## src/rtl/dot_arbiter.sv

```systemverilog
// Round-robin arbiter that shares one dot-product unit among NREQ requesters.
// Optional watchdog on the unit's completion, enabled by defining DOT_ARB_TIMEOUT_EN.
module dot_arbiter #(
  parameter int DATA_WIDTH = 16,
  parameter int EXT_DIM    = 4,
  parameter int NREQ       = 3,
  parameter int TIMEOUT    = 255
) (
  input  logic                               clk,
  input  logic                               rst,
  input  logic [NREQ-1:0]                    req_start,
  input  logic [NREQ*EXT_DIM*DATA_WIDTH-1:0] req_vec_a,
  input  logic [NREQ*EXT_DIM*DATA_WIDTH-1:0] req_vec_b,
  output logic [NREQ-1:0]                    req_grant,
  output logic [NREQ-1:0]                    req_done,
  output logic [DATA_WIDTH-1:0]              req_result,
  output logic [EXT_DIM*DATA_WIDTH-1:0]      vector_a,
  output logic [EXT_DIM*DATA_WIDTH-1:0]      vector_b,
  output logic                               start_dot_product,
  output logic                               rstn_dot,
  input  logic                               dot_product_done,
  input  logic [DATA_WIDTH-1:0]              dot_product_result,
  output logic                               arb_err
);

  localparam int VW = EXT_DIM * DATA_WIDTH;
  localparam int IW = (NREQ > 1) ? $clog2(NREQ) : 1;

  typedef enum logic [1:0] {IDLE, ISSUE, WAIT, RELEASE} state_t;

  state_t          state;
  logic [IW-1:0]   last_grant;
  logic [IW-1:0]   gnt_idx;
  logic [IW-1:0]   pick;
  logic [IW-1:0]   cand;
  logic            found;

  // First pending requester after last_grant, wrapping around.
  always_comb begin
    pick  = last_grant;
    cand  = last_grant;
    found = 1'b0;
    for (int unsigned i = 1; i <= NREQ; i++) begin
      cand = IW'((last_grant + i) % NREQ);
      if (!found && req_start[cand]) begin
        pick  = cand;
        found = 1'b1;
      end
    end
  end

`ifdef DOT_ARB_TIMEOUT_EN
  localparam int TW = $clog2(TIMEOUT + 1);
  logic [TW-1:0] wd_cnt;
`else
  logic timeout_unused;
  assign timeout_unused = (TIMEOUT == 0);
  assign arb_err        = 1'b0;
`endif

  always_ff @(posedge clk or posedge rst) begin
    if (rst) begin
      state             <= IDLE;
      last_grant        <= IW'(NREQ - 1);
      gnt_idx           <= '0;
      req_grant         <= '0;
      req_done          <= '0;
      req_result        <= '0;
      vector_a          <= '0;
      vector_b          <= '0;
      start_dot_product <= 1'b0;
      rstn_dot          <= 1'b0;
`ifdef DOT_ARB_TIMEOUT_EN
      wd_cnt            <= '0;
      arb_err           <= 1'b0;
`endif
    end else begin
      req_done <= '0;
      unique case (state)
        IDLE: begin
          if (found) begin
            gnt_idx   <= pick;
            req_grant <= NREQ'(1) << pick;
            vector_a  <= req_vec_a[pick*VW +: VW];
            vector_b  <= req_vec_b[pick*VW +: VW];
            rstn_dot  <= 1'b1;
            state     <= ISSUE;
          end
        end
        ISSUE: begin
          start_dot_product <= 1'b1;
`ifdef DOT_ARB_TIMEOUT_EN
          wd_cnt            <= '0;
`endif
          state             <= WAIT;
        end
        WAIT: begin
          if (dot_product_done) begin
            req_result        <= dot_product_result;
            req_done          <= req_grant;
            start_dot_product <= 1'b0;
            rstn_dot          <= 1'b0;
            last_grant        <= gnt_idx;
            state             <= RELEASE;
          end
`ifdef DOT_ARB_TIMEOUT_EN
          else if (wd_cnt == TW'(TIMEOUT - 1)) begin
            req_result        <= '0;
            req_done          <= req_grant;
            start_dot_product <= 1'b0;
            rstn_dot          <= 1'b0;
            last_grant        <= gnt_idx;
            arb_err           <= 1'b1;
            state             <= RELEASE;
          end else begin
            wd_cnt <= wd_cnt + 1'b1;
          end
`endif
        end
        RELEASE: begin
          if (!req_start[gnt_idx]) begin
            req_grant <= '0;
            state     <= IDLE;
          end
        end
        default: state <= IDLE;
      endcase
    end
  end

endmodule
```

## config.mk

```make
export PLATFORM = sky130hd
export DESIGN_NAME = dot_arbiter
export DESIGN_NICKNAME = d
export VERILOG_FILES = /design/src/rtl/dot_arbiter.sv
export SDC_FILE = /design/constraint.sdc
export NUM_CORES = 1
export LEC_CHECK = 0
export CORE_AREA = 4 4 218 220
export DETAILED_ROUTE_END_ITERATION = 10
export DIE_AREA = 0 0 222 224
export GPL_TIMING_DRIVEN = 0
export PLACE_DENSITY = 0.43
export SYNTH_ARGS = -nofsm -noshare
export SYNTH_HDL_FRONTEND = slang
export SYNTH_SLANG_ARGS = --single-unit
```

## constraint.sdc

```tcl
create_clock -name clk -period 7.02 [get_ports clk]
set_input_delay 1.053 -clock clk [delete_from_list [all_inputs] [get_ports clk]]
set_output_delay 1.053 -clock clk [all_outputs]
set_load 0.005 [all_outputs]
```

==> impl_results.md <==
* Status: completed
* Nets at 1691
* Hold WC Path Type: flip-flop to flip-flop
* Post-CTS Setup Inserts at 0
* Starting Density at 17.7%
* WL per Instance at 22.4 um
* Total power at 6900 uW
* Seq cells post-synth at 158
* Initial antenna violation count at 1
* Endpoints failing setup at 0
* Synth async-reset ratio at 100%
* Worst-path clk slew at 0.07 ns
* Clock skew at 0.00966 ns
* Fmax at 292 MHz
* Global-route usage over all layers at 16.6%
* CTS tree: yes
* Post-DRT Antenna Nets at 0
* Post-Synthesis Cells at 700
* Core area at 45300 um^2
* WP data required at 7.43 ns
* Die Span Y at 224 um
* DRC Markers at 0
* Mean Syn Cell Area at 11.4 um^2
* Via count at 8135
* CTS Hold Bufs at 0
* Root Buffer: clkbuf_16
* Final worst path period need at 3.42 ns
* CTS Buffer Depth at 2
* Number of global-route vias before repair at 8906
* Max_slew headroom at 49.8%
* Synth Warn # at 0
* Share of cells above drive strength 1 at 7.60%
* # clock sinks at 158
* Boundary Pins at 559
* Pwr dens at 460 nW/um^2
* WL final at 42.3 mm
* Pleak at 0.00611 uW
* Max Slew Vio Count at 0
* Post_cts resized at 0
* Crit end category: flip-flop
* WHS at 0.504 ns
* Hold Fails Final Rpt at 0
* Die width at 222 um
* Largest net degree at the start of global routing at 84
* Clk_lat worst skew at 0.48 ns
* Post-synth net total at 1114
* Die area at 49700 um^2
* Routability Congestion at 0.813
* Critical path type: input pin to flip-flop
* Worst slew pin tran at 0.753 ns
* Congestion Overflow GR at 0
* Top_reg_cell synth: dfrtp_1
* H-tree depth at 4
* Worst-path maximum fanout at 10
* Post-synth EDFFs at 0
* # fillers at 4716
* CP startpoint kind: input pin
* Sequential element share of the synthesized area at 49.5%
* Final worst-path cycle share at 48.8%
* Port bufs at 557
* Via-to-Cell Ratio at 4.30
* Rows at 78
* First-pass GRT wire length at 61.1 mm
* # Max-Cap Violations at 0
* First-pass DRT Iterations at 5
* CTS Buf Count at 17
* Layout area overhead at 87.7%
* Iter 0 DRT Violations at 367
* RSZ-0062 raised after global routing: no
* Cell Area, Synth at 8000 um^2
* Worst vdd ir at 156 uV
* DPL Wire Length at 33.4 mm
* Distinct cells, synth at 39
* Worst EP arrival at 3.83 ns
critical path: stages:
cell and delay (ns):
clkdlybuf4s50_1 0.49, mux2i_1 0.29, o21a_1 0.23, nand3_1 0.13
nand2_1 0.30, buf_2 0.42, clkbuf_1 0.62, a22oi_1 0.15
o21ai_1 0.13
layout by cell type (no fill, tap or decap), types with 5 or more instances in the layout:
master             n
a22oi_1          129
bufinv_16          5
o21ai_1          131
clkbuf_1          17
clkdlybuf4s50_1  557
nor2_1             7
nand2_1            8
buf_8             10
dfrtp_1          157
inv_1              9
mux2_2            18
buf_2             27
clkbuf_16         17
mux2i_1          133
ha_1               8
power breakdown:
part	switching [uW]	total [uW]	leakage (uW)	internal, uW
Sequential	256	1640	0.00194	1380
Clock	423	1070	0.000314	647
Combinational	2070	4190	0.00386	2120
worst paths after layout:
check / startpoint / end / slack, ns / cells past startpoint
min in group asynchronous: rst / vector_b[52]$_DFFE_PP0P_ / 1.07 / 2
hold / removal: req_result[0]$_DFFE_PP0P_ / req_result[0]$_DFFE_PP0P_ / 0.50 / 1
max in group asynchronous: rst / vector_b[24]$_DFFE_PP0P_ / 5.08 / 3
setup / recovery: req_start[1] / vector_b[14]$_DFFE_PP0P_ / 3.60 / 9
hold reg to reg: req_result[0]$_DFFE_PP0P_ / req_result[0]$_DFFE_PP0P_ / 0.50 / 1
setup reg to reg: last_grant[1]$_DFFE_PP1P_ / vector_b[14]$_DFFE_PP0P_ / 3.75 / 9
layer usage:
layer	routed length (um)	track usage, %	up-vias
li1	-	-	3825
met1	17100	19.2	3971
met2	21600	29.2	303
met3	2770	5.71	36
met4	764	4.86	0
met5	0	0	-
cell type report:
cell class	instances	area (um^2)	share of cell area (%)
Sequential cell	158	3960	26.4
Antenna cell	2	5.00	0.0333
Timing Repair Buffer	558	5600	37.3
Multi-Input combinational cell	472	3590	23.9
Clock buffer	21	460	3.07
Inverter	10	45.0	0.300
Clock inverter	10	185	1.23
Buffer	60	417	2.78
Tap cell	600	751	5.00
synth_stat cells, types with 2 or more instances:
library cell  count  area (um^2)
a21oi_1           3         15.0
mux2_2           18          203
buf_2            27          135
nand3b_1          3         22.5
a31oi_1           2         12.5
a22o_1            3         26.3
buf_6             4         45.0
nor2_1            7         26.3
ha_1              8          100
and3_1            4         25.0
nand2_1           8         30.0
a22oi_1         129          968
o21ai_0           4         20.0
a32oi_1           2         17.5
buf_4             4         30.0
o21ai_1         131          656
mux2i_1         133         1330
buf_8            10          150
clkbuf_1         15         56.3
dfrtp_1         157         3930
inv_1            10         37.5
cell families (layout without fill, tap and decap cells):
kind of cell	after synthesis	in the layout	share of synthesized area, %
muxes	152	152	19.3
other	1	3	0.0469
adders and majority gates	8	8	1.25
DFF	158	158	49.5
and+or+nand+nor	27	27	1.71
buffers and inverters	70	659	5.68
AOI/OAI and AO/OA	284	284	22.5
registers in the layout, summed over array words and instances, names as in the netlist:
signal,cells
last_grant,2
rstn_dot,1
req_result,16
gnt_idx,2
req_done,3
vector_b,64
vector_a,64
req_grant,3
state,2
start_dot_product,1
through the flow:
step	instance area [um^2]	instances	utilization [%]	setup slack [ns]	TNS, ns
6_report	15000	1891	33.1	3.60	0
3_5_place_dp	14400	1858	31.7	3.01	0
3_3_place_gp	14300	1857	31.6	-1.55	-239.14
2_1_floorplan	8000	700	-	1.71	0
4_1_cts	15000	1889	33.1	3.55	0
5_1_grt	15000	1890	33.1	3.42	0
No activity file was read; power rests on OpenSTA's default activity.
